<file path="config.mk">
export PLATFORM = sky130hd
export DESIGN_NAME = lsu_ctrl_flat
export DESIGN_NICKNAME = d
export VERILOG_FILES = /design/src/rtl/lsu_ctrl_if.sv /design/src/rtl/lsu_ctrl.sv /design/src/flat_wrapper.sv
export SDC_FILE = /design/constraint.sdc
export NUM_CORES = 1
export LEC_CHECK = 0
export CORE_UTILIZATION = 47
export DETAILED_ROUTE_END_ITERATION = 8
export PLACE_DENSITY_LB_ADDON = 0.05
export SYNTH_ARGS = -nofsm -noshare
export SYNTH_HDL_FRONTEND = slang
export SYNTH_SLANG_ARGS = --single-unit
</file>
<file path="constraint.sdc">
create_clock -name Clk -period 2.25 [get_ports Clk]
set_input_delay 0.225 -clock Clk [delete_from_list [all_inputs] [get_ports Clk]]
set_output_delay 0.225 -clock Clk [all_outputs]
set_load 0.03 [all_outputs]
</file>
<file path="src/rtl/lsu_ctrl_if.sv">
`default_nettype none
// +----------------------------------------------------------------------+
// | Module : lsu_ctrl_if                                                  |
// | Brief  : Pipeline and data-memory signal bundle for lsu_ctrl          |
// | Rev    : 1.0                                                          |
// +----------------------------------------------------------------------+
interface lsu_ctrl_if #(
  parameter int N = 32,
  parameter int K = 512
);
  localparam int c_AW = $clog2(K);

  logic            Req;
  logic            ReqWe;
  logic [31:0]     ReqAddr;
  logic [N-1:0]    ReqData;
  logic [1:0]      ReqSize;
  logic            ReqSigned;
  logic            Busy;
  logic            Done;
  logic [N-1:0]    RdData;
  logic            Fault;
  logic [c_AW-1:0] MemAddr;
  logic [N-1:0]    MemVin;
  logic            MemEn;
  logic            MemRw;
  logic            MemSigExt;
  logic [1:0]      MemBHW;
  logic [N-1:0]    MemVout;
  logic            MemAck;

  // master = pipeline + memory environment, slave = the controller
  modport master (
    output Req, ReqWe, ReqAddr, ReqData, ReqSize, ReqSigned, MemVout, MemAck,
    input  Busy, Done, RdData, Fault, MemAddr, MemVin, MemEn, MemRw, MemSigExt, MemBHW
  );
  modport slave (
    input  Req, ReqWe, ReqAddr, ReqData, ReqSize, ReqSigned, MemVout, MemAck,
    output Busy, Done, RdData, Fault, MemAddr, MemVin, MemEn, MemRw, MemSigExt, MemBHW
  );
endinterface
`default_nettype wire

</file>
<file path="src/rtl/lsu_ctrl.sv">
`default_nettype none
// +----------------------------------------------------------------------+
// | Module : lsu_ctrl                                                     |
// | Brief  : Load/store unit controller, byte/half via read-modify-write  |
// | Rev    : 1.0                                                          |
// +----------------------------------------------------------------------+
module lsu_ctrl #(
  parameter int N   = 32,
  parameter int K   = 512,
  parameter int TMO = 15
) (
  input  wire logic     Clk,
  input  wire logic     Rst,
  lsu_ctrl_if.slave     bus
);
  localparam int c_AW = $clog2(K);
  localparam int c_WW = $clog2(TMO + 1);

  localparam logic [2:0] c_S_IDLE  = 3'd0;
  localparam logic [2:0] c_S_RD    = 3'd1;
  localparam logic [2:0] c_S_WR    = 3'd2;
  localparam logic [2:0] c_S_DONE  = 3'd3;
  localparam logic [2:0] c_S_FAULT = 3'd4;

  logic [2:0]      r_state;
  logic [2:0]      w_next;
  logic            r_we;
  logic [c_AW+1:0] r_addr;
  logic [N-1:0]    r_data;
  logic [1:0]      r_size;
  logic            r_signed;
  logic [N-1:0]    r_buf;
  logic [N-1:0]    r_rd;
  logic [c_WW-1:0] r_wdog;

  logic            w_accepting;
  logic            w_ack;
  logic            w_bad;
  logic            w_tmo;
  logic            w_busy;
  logic [N-1:0]    w_merged;
  logic [7:0]      w_byte;
  logic [15:0]     w_half;
  logic [N-1:0]    w_load;

  assign w_accepting = (r_state == c_S_IDLE) || (r_state == c_S_DONE) || (r_state == c_S_FAULT);
  assign w_busy      = (r_state == c_S_RD) || (r_state == c_S_WR);
  // Only a clean logic 1 acknowledges; X/Z from the memory side never does
  assign w_ack       = (bus.MemAck === 1'b1);
  assign w_tmo       = !w_ack && (r_wdog == c_WW'(TMO - 1));
  assign w_bad       = (bus.ReqSize == 2'b11)
                    || ((bus.ReqSize == 2'b01) && bus.ReqAddr[0])
                    || ((bus.ReqSize == 2'b10) && (bus.ReqAddr[1:0] != 2'b00))
                    || (bus.ReqAddr >= 32'(4 * K));

  always_ff @(posedge Clk) begin
    if (Rst) r_state <= c_S_IDLE;
    else     r_state <= w_next;
  end

  always_comb begin
    w_next = r_state;
    case (r_state)
      c_S_IDLE, c_S_DONE, c_S_FAULT: begin
        if (!bus.Req)                                w_next = c_S_IDLE;
        else if (w_bad)                              w_next = c_S_FAULT;
        else if (bus.ReqWe && bus.ReqSize == 2'b10)  w_next = c_S_WR;
        else                                         w_next = c_S_RD;
      end
      c_S_RD: begin
        if (w_ack)      w_next = r_we ? c_S_WR : c_S_DONE;
        else if (w_tmo) w_next = c_S_FAULT;
      end
      c_S_WR: begin
        if (w_ack)      w_next = c_S_DONE;
        else if (w_tmo) w_next = c_S_FAULT;
      end
      default: w_next = c_S_IDLE;
    endcase
  end

  // Store merge: buffered word with only the addressed lane replaced
  always_comb begin
    w_merged = r_buf;
    case (r_size)
      2'b00:   w_merged[{r_addr[1:0], 3'b000} +: 8]  = r_data[7:0];
      2'b01:   w_merged[{r_addr[1], 4'b0000} +: 16]  = r_data[15:0];
      default: w_merged = r_data;
    endcase
  end

  assign w_byte = bus.MemVout[{r_addr[1:0], 3'b000} +: 8];
  assign w_half = bus.MemVout[{r_addr[1], 4'b0000} +: 16];

  always_comb begin
    case (r_size)
      2'b00:   w_load = {{(N-8){r_signed & w_byte[7]}}, w_byte};
      2'b01:   w_load = {{(N-16){r_signed & w_half[15]}}, w_half};
      default: w_load = bus.MemVout;
    endcase
  end

  always_ff @(posedge Clk) begin
    if (Rst) begin
      r_we     <= 1'b0;
      r_addr   <= '0;
      r_data   <= '0;
      r_size   <= 2'b00;
      r_signed <= 1'b0;
      r_buf    <= '0;
      r_rd     <= '0;
      r_wdog   <= '0;
    end else begin
      if (w_accepting && bus.Req) begin
        r_we     <= bus.ReqWe;
        r_addr   <= bus.ReqAddr[c_AW+1:0];
        r_data   <= bus.ReqData;
        r_size   <= bus.ReqSize;
        r_signed <= bus.ReqSigned;
      end
      // Watchdog restarts on every entry into a memory-access state
      if ((r_state != w_next) && ((w_next == c_S_RD) || (w_next == c_S_WR)))
        r_wdog <= '0;
      else if (w_busy && !w_ack)
        r_wdog <= r_wdog + 1'b1;
      if (r_state == c_S_RD && w_ack) begin
        r_buf <= bus.MemVout;
        if (!r_we) r_rd <= w_load;
      end
    end
  end

  always_comb begin
    bus.Busy      = w_busy;
    bus.Done      = (r_state == c_S_DONE);
    bus.Fault     = (r_state == c_S_FAULT);
    bus.MemEn     = w_busy;
    bus.MemRw     = (r_state == c_S_WR);
    bus.MemVin    = (r_state == c_S_WR) ? w_merged : '0;
    bus.MemAddr   = r_addr[c_AW+1:2];
    bus.RdData    = r_rd;
    bus.MemSigExt = 1'b0;
    bus.MemBHW    = 2'b10;
  end
endmodule
`default_nettype wire
</file>
<file path="src/flat_wrapper.sv">
// flat-port wrapper written by rule: the top's interface ports become plain ports
module lsu_ctrl_flat 
#(
  parameter int N   = 32,
  parameter int K   = 512,
  parameter int TMO = 15
)
  (Clk, Rst, bus_Req, bus_ReqWe, bus_ReqAddr, bus_ReqData, bus_ReqSize, bus_ReqSigned, bus_MemVout, bus_MemAck, bus_Busy, bus_Done, bus_RdData, bus_Fault, bus_MemAddr, bus_MemVin, bus_MemEn, bus_MemRw, bus_MemSigExt, bus_MemBHW);
  lsu_ctrl_if #(.N(N), .K(K)) bus_i ();
  input  wire logic Clk;
  input  wire logic Rst;
  input wire logic [$bits(bus_i.Req)-1:0] bus_Req;
  input wire logic [$bits(bus_i.ReqWe)-1:0] bus_ReqWe;
  input wire logic [$bits(bus_i.ReqAddr)-1:0] bus_ReqAddr;
  input wire logic [$bits(bus_i.ReqData)-1:0] bus_ReqData;
  input wire logic [$bits(bus_i.ReqSize)-1:0] bus_ReqSize;
  input wire logic [$bits(bus_i.ReqSigned)-1:0] bus_ReqSigned;
  input wire logic [$bits(bus_i.MemVout)-1:0] bus_MemVout;
  input wire logic [$bits(bus_i.MemAck)-1:0] bus_MemAck;
  output wire logic [$bits(bus_i.Busy)-1:0] bus_Busy;
  output wire logic [$bits(bus_i.Done)-1:0] bus_Done;
  output wire logic [$bits(bus_i.RdData)-1:0] bus_RdData;
  output wire logic [$bits(bus_i.Fault)-1:0] bus_Fault;
  output wire logic [$bits(bus_i.MemAddr)-1:0] bus_MemAddr;
  output wire logic [$bits(bus_i.MemVin)-1:0] bus_MemVin;
  output wire logic [$bits(bus_i.MemEn)-1:0] bus_MemEn;
  output wire logic [$bits(bus_i.MemRw)-1:0] bus_MemRw;
  output wire logic [$bits(bus_i.MemSigExt)-1:0] bus_MemSigExt;
  output wire logic [$bits(bus_i.MemBHW)-1:0] bus_MemBHW;
  assign bus_i.Req = bus_Req;
  assign bus_i.ReqWe = bus_ReqWe;
  assign bus_i.ReqAddr = bus_ReqAddr;
  assign bus_i.ReqData = bus_ReqData;
  assign bus_i.ReqSize = bus_ReqSize;
  assign bus_i.ReqSigned = bus_ReqSigned;
  assign bus_i.MemVout = bus_MemVout;
  assign bus_i.MemAck = bus_MemAck;
  assign bus_Busy = bus_i.Busy;
  assign bus_Done = bus_i.Done;
  assign bus_RdData = bus_i.RdData;
  assign bus_Fault = bus_i.Fault;
  assign bus_MemAddr = bus_i.MemAddr;
  assign bus_MemVin = bus_i.MemVin;
  assign bus_MemEn = bus_i.MemEn;
  assign bus_MemRw = bus_i.MemRw;
  assign bus_MemSigExt = bus_i.MemSigExt;
  assign bus_MemBHW = bus_i.MemBHW;
  lsu_ctrl #(.N(N), .K(K), .TMO(TMO)) u_core (.Clk(Clk), .Rst(Rst), .bus(bus_i));
endmodule
</file>
==> metrics.cfg, run 1 <==
[route]
drt_wl_total_um=20600
drtIter0Drc=585
drt-pass1-iter-count=6
drc=0
wire_per_inst_um=18.7
vias=6287
ant_nets=0
via_per_inst=5.73

[synthesis]
synth_edf_count=0
synth_top_cells_by_area=dfxtp_1, nand2_1, a21oi_1
synth_cell_types=55
async_flop_share=0
synth_top_area_share=0.401
ys_top_cells_by_count=nand2_1, dfxtp_1, a21oi_1
synth_most_common_cell=nand2_1
synth_cells=756
synth_warnings=0
ys_seq_area_frac=0.401
synth_seq_cells=118
postSynthAreaPerCell_um2=7.80
yosysTopAreaCell=dfxtp_1
ys.flop_type=dfxtp_1
syn_area_um2=5890

[setup_path]
path_class=reg2out
worstPathRequired_ns=2.03
critPathArrivalTime_ns=2.27
critPathLaunchType=register
cp-end-kind=output port
worst-path-max-fanout=7

[place]
place_ws_ns=0.00647
io_buffers=181
globalplace.congestion=0.886
hpwl_um=14600

[grt]
antenna_found_initial=0
grt_pass1_wl_um=32100
grt_start_max_net_pins=57
grt_use_total=0.324
overflow=0
grt_pass1_vias=6109

[cells_and_area]
syn_to_final_growth_pct=50.5
drive_gt1_frac=0.171
fin_util=0.733
diodes=0
final_net_count=1028
multi_input_area_um2=3400
fill_cells=957
seq_area_um2=2370

[timing]
hold_viol=0
clock_skew_ns=0.00427
setup_tns_ns=-3.86
whs_ns=0.259
worst_pin_slew_ns=0.530
finalWorstSetupSlack_ns=-0.243
relSlewSlack=0.644
final-setup-viol-count=23
maxSlewViolCount=0
rsz0062_at_grt=true
fmax_mhz=401
period_share=1.11
period_minus_slack_ns=2.49

[power]
power.density_nw_per_um2=648
ir_drop_mv=0.555
p_leak_nw=3.13

[hold_path]
min_path_type=in2reg

[outcome]
violations=setup timing
run_status=complete, but fails checks

[clocking]
cts-buffers-inserted=17
cts_sinks=118
clock_latency_ns=0.42
cts_tree=built
cts.htree.levels=4
cts_hold_buffers=0
root_buffer=clkbuf_16
clk_path_buf_depth=2
clk_pin_slew_worst_paths_ns=0.05

[die]
core_um2=12100
initial_utilization=0.487
die_h_um=114
core.rowCount=40
ios=185
die_x_um=114
die_area_um2=13000

[job]
cap_violations=0

sequential cells by signal, summed over array words and instances, names as in the netlist:
| register | cells |
|---|---|
| u_core.r_we | 1 |
| u_core.r_wdog | 4 |
| u_core.r_buf | 32 |
| u_core.r_size | 2 |
| u_core.r_state | 3 |
| u_core.bus.RdData | 32 |
| u_core.r_signed | 1 |
| u_core.r_data | 32 |
| u_core.r_addr | 11 |
worst paths after layout:
path | start | endpoint | slack, ns | cells past startpoint
setup reg to reg | u_core.r_addr[0] | u_core.bus.RdData[29] | 0.19 | 7
setup / recovery | u_core.r_addr[1] | bus_MemVin[12] | -0.24 | 8
hold / removal | Rst | u_core.r_addr[7] | 0.26 | 2
hold reg to reg | u_core.r_addr[8] | u_core.r_addr[8] | 0.46 | 2
cell usage in the layout (no fill, tap or decap), drive strengths merged, types with 9 or more instances in the layout:
master / count
a211oi: 35
a21oi: 101
a221oi: 22
a222oi: 17
a22o: 9
buf: 69
clkbuf: 24
clkdlybuf4s50: 145
dfxtp: 118
inv: 10
mux2i: 17
nand2: 187
nor2: 58
nor3: 13
timing repair:
item | 4_1_cts | 5_1_grt
pin swaps | 44 | 22
gates resized for setup | 46 | 12
buffers inserted | 7 | 2
setup endpoints to repair | 33 | 34
routing by layer:
layer,vias up,share of wire,track usage
met5,-,0,0
met4,0,0.026,0.129
met3,46,0.081,0.0935
met2,288,0.48,0.529
met1,2955,0.41,0.402
li1,2998,-,-
critical path: stages (launching register included):
cell      delay [ns]
dfxtp_2         0.35
inv_4           0.06
ha_4            0.25
and4b_2         0.29
buf_4           0.15
a22o_1          0.17
a222oi_1        0.29
nor2_1          0.09
buf_4           0.18
power by group:
group          internal (mW)  switching, mW
Clock                   1.88          0.949
Combinational          0.348          0.365
Sequential              2.14         0.0656
through the flow:
stage / total power, mW / instances / cell area (um2)
final: 5.75 / 1098 / 8870
after global routing: 5.92 / 1098 / 8870
after CTS: 5.75 / 1096 / 8810
after detailed placement: 2.91 / 1057 / 7950
after global placement: 2.89 / 1057 / 7950
after floorplan: 2.56 / 757 / 5980
kinds of logic after synthesis:
family,after synthesis,share of synthesized area
AO/OA/AOI/OAI,225,0.259
XOR/XNOR,4,0.00594
adder cells (fa/ha/maj),7,0.0149
buffers and inverters,87,0.0688
flip-flops,118,0.401
multiplexers,23,0.0422
other,2,0.00127
AND/OR/NAND/NOR,290,0.207
layout make-up:
| type | instances | share of cell area |
|---|---|---|
| timing repair buffer | 217 | 0.250 |
| inverter | 11 | 0.00564 |
| tap | 168 | 0.0237 |
| multi-input combinational | 552 | 0.384 |
| clock inverter | 8 | 0.0134 |
| sequential | 118 | 0.267 |
| clock buffer | 24 | 0.0566 |
Note: power is estimated with default switching activity, not from simulation.
==> inputs of run 2 (changes only) <==
- CORE_MARGIN: unset -> 2
==> metrics.cfg, run 2 (same netlist as run 1, synthesis figures left out) <==
[route]
drtIter0Drc=712  ; was 585
drt-pass1-iter-count=9  ; was 6
drc=0  ; unchanged
drt_wl_total_um=20200  ; was 20600 um
via_per_inst=5.82  ; was 5.73
vias=6364  ; was 6287
ant_nets=0  ; unchanged
wire_per_inst_um=18.5  ; was 18.7 um

[clocking]
cts-buffers-inserted=17  ; unchanged
clock_latency_ns=0.41  ; was 0.42 ns
cts_hold_buffers=0  ; unchanged
cts_sinks=118  ; unchanged
cts.htree.levels=4  ; unchanged
clk_pin_slew_worst_paths_ns=0.05  ; about the same
clk_path_buf_depth=2  ; unchanged
cts_tree=built  ; unchanged
root_buffer=clkbuf_16  ; unchanged

[timing]
whs_ns=0.229  ; was 0.259 ns
rsz0062_at_grt=true  ; unchanged
setup_tns_ns=-4.42  ; was -3.86 ns
period_share=1.11  ; about the same
clock_skew_ns=0.00663  ; was 0.00427 ns
relSlewSlack=0.624  ; was 0.644
worst_pin_slew_ns=0.559  ; was 0.530 ns
fmax_mhz=402  ; was 401 MHz
period_minus_slack_ns=2.49  ; about the same
maxSlewViolCount=0  ; unchanged
final-setup-viol-count=31  ; was 23
hold_viol=0  ; unchanged
finalWorstSetupSlack_ns=-0.239  ; was -0.243 ns

[outcome]
violations=setup timing  ; unchanged
run_status=complete, but fails checks  ; unchanged

[setup_path]
worstPathRequired_ns=2.03  ; about the same
cp-end-kind=output port  ; unchanged
critical_path.slowest_cell=a222oi_1  ; was dfxtp_2
path_class=reg2out  ; unchanged
critPathLaunchType=register  ; unchanged
r2r_start=u_core.r_addr[0]  ; unchanged
cp-startpoint=u_core.r_addr[0]  ; was u_core.r_addr[1]
critPathBufInv=2  ; was 3
crit_family=compound AO/OA/AOI/OAI gates  ; unchanged
worst-path-max-fanout=8  ; was 7
crit_chain=inv_4, ha_4, and4b_2, a22o_1, a222oi_1, nor2_1, buf_4  ; was inv_4, ha_4, and4b_2, buf_4, a22o_1, a222oi_1, nor2_1, buf_4
r2r_cells=7  ; unchanged
r2r-end=u_core.bus.RdData[17]  ; was u_core.bus.RdData[29]
r2r_slack_ns=0.18  ; was 0.19 ns
critPathArrivalTime_ns=2.26  ; was 2.27 ns
slowest_delay_ns=0.41  ; was 0.35 ns

[hold_path]
worstHoldPathCells=2  ; unchanged
holdPathEnd=u_core.r_buf[1]  ; was u_core.r_addr[7]
hp-start=Rst  ; unchanged
min_path_type=in2reg  ; unchanged

[die]
core.rowCount=40  ; unchanged
die_x_um=116  ; was 114 um
die_area_um2=13500  ; was 13000 um2
ios=185  ; unchanged
initial_utilization=0.487  ; unchanged
die_h_um=116  ; was 114 um
core_um2=12100  ; unchanged

[place]
hpwl_um=14500  ; was 14600 um
io_buffers=181  ; unchanged
globalplace.congestion=0.938  ; was 0.886

[cells_and_area]
layout_common_cells=nand2_1, clkdlybuf4s50_1, dfxtp_1  ; unchanged
final_net_count=1025  ; was 1028
syn_to_final_growth_pct=47.4  ; was 50.5%
fin_util=0.717  ; was 0.733
layout_commonest_cell=nand2_1  ; unchanged
diodes=0  ; unchanged
drive_gt1_frac=0.156  ; was 0.171

[grt]
grt_use_total=0.298  ; was 0.324
grt_pass1_vias=6066  ; was 6109
grt_pass1_wl_um=31000  ; was 32100 um
overflow=0  ; unchanged
grt_start_max_net_pins=88  ; was 57
antenna_found_initial=0  ; unchanged

[job]
cap_violations=0  ; unchanged

[power]
power.density_nw_per_um2=619  ; was 648 nW/um2
ir_drop_mv=0.570  ; was 0.555 mV
p_leak_nw=3.05  ; was 3.13 nW

[run 2: worst max-delay path by stage]
| stage | depth (start not counted) | to | slack, ns |
|---|---|---|---|
| after floorplan | 7 | bus_MemVin[9] | 0.01 |
| after global placement | 8 | bus_MemVin[27] | 0.08 |
| after detailed placement | 8 | bus_MemVin[27] | 0.07 |
| after CTS | 7 | bus_MemVin[10] | -0.17 |
| after global routing | 8 | bus_MemVin[31] | -0.28 |
| final | 7 | bus_MemVin[11] | -0.24 |
[run 2: repair_timing]
action | in CTS | in global routing
resized for setup | 39 | 8
buffers inserted | 6 | 1
pin swaps | 39 | 14
setup endpoints to repair | 33 | 35
[run 2: layout make-up]
cell class                      instances  area [um2]
Sequential cell                       118        2370
Clock inverter                          3        15.0
Multi-Input combinational cell        552        3340
Tap cell                              168         210
Fill cell                             990        3420
Timing Repair Buffer                  214        2180
Clock buffer                           28         527
Inverter                               11        46.3
[run 2: worst register-to-register path, stage by stage, from the launching register on]
cell      delay (ns)
dfxtp_2         0.36
buf_6           0.15
buf_4           0.16
mux4_2          0.51
mux2_2          0.30
a31oi_4         0.21
buf_12          0.16
a211oi_1        0.08
[run 2: report_power, final]
part / switching [mW] / internal, mW
clock: 0.903 / 1.57
combinational: 0.355 / 0.342
sequential: 0.0649 / 2.14
[run 2: stage by stage]
stage	power, mW	cell area [um2]	worst slack (ns)	cells
CTS	5.37	8650	-0.166	1093
floorplan	2.56	5980	0.0117	757
global route	5.54	8690	-0.279	1094
global placement	2.88	7930	0.0797	1056
detailed placement	2.90	7930	0.0653	1056
finish	5.38	8690	-0.239	1094
[run 2: per-layer routing]
metal / up-vias / GRT usage / wire length, um
met1: 2959 / 0.381 / 7850
met4: 0 / 0.106 / 525
met3: 49 / 0.0853 / 2180
met2: 349 / 0.483 / 9680
li1: 3007 / - / -
met5: - / 0 / 0
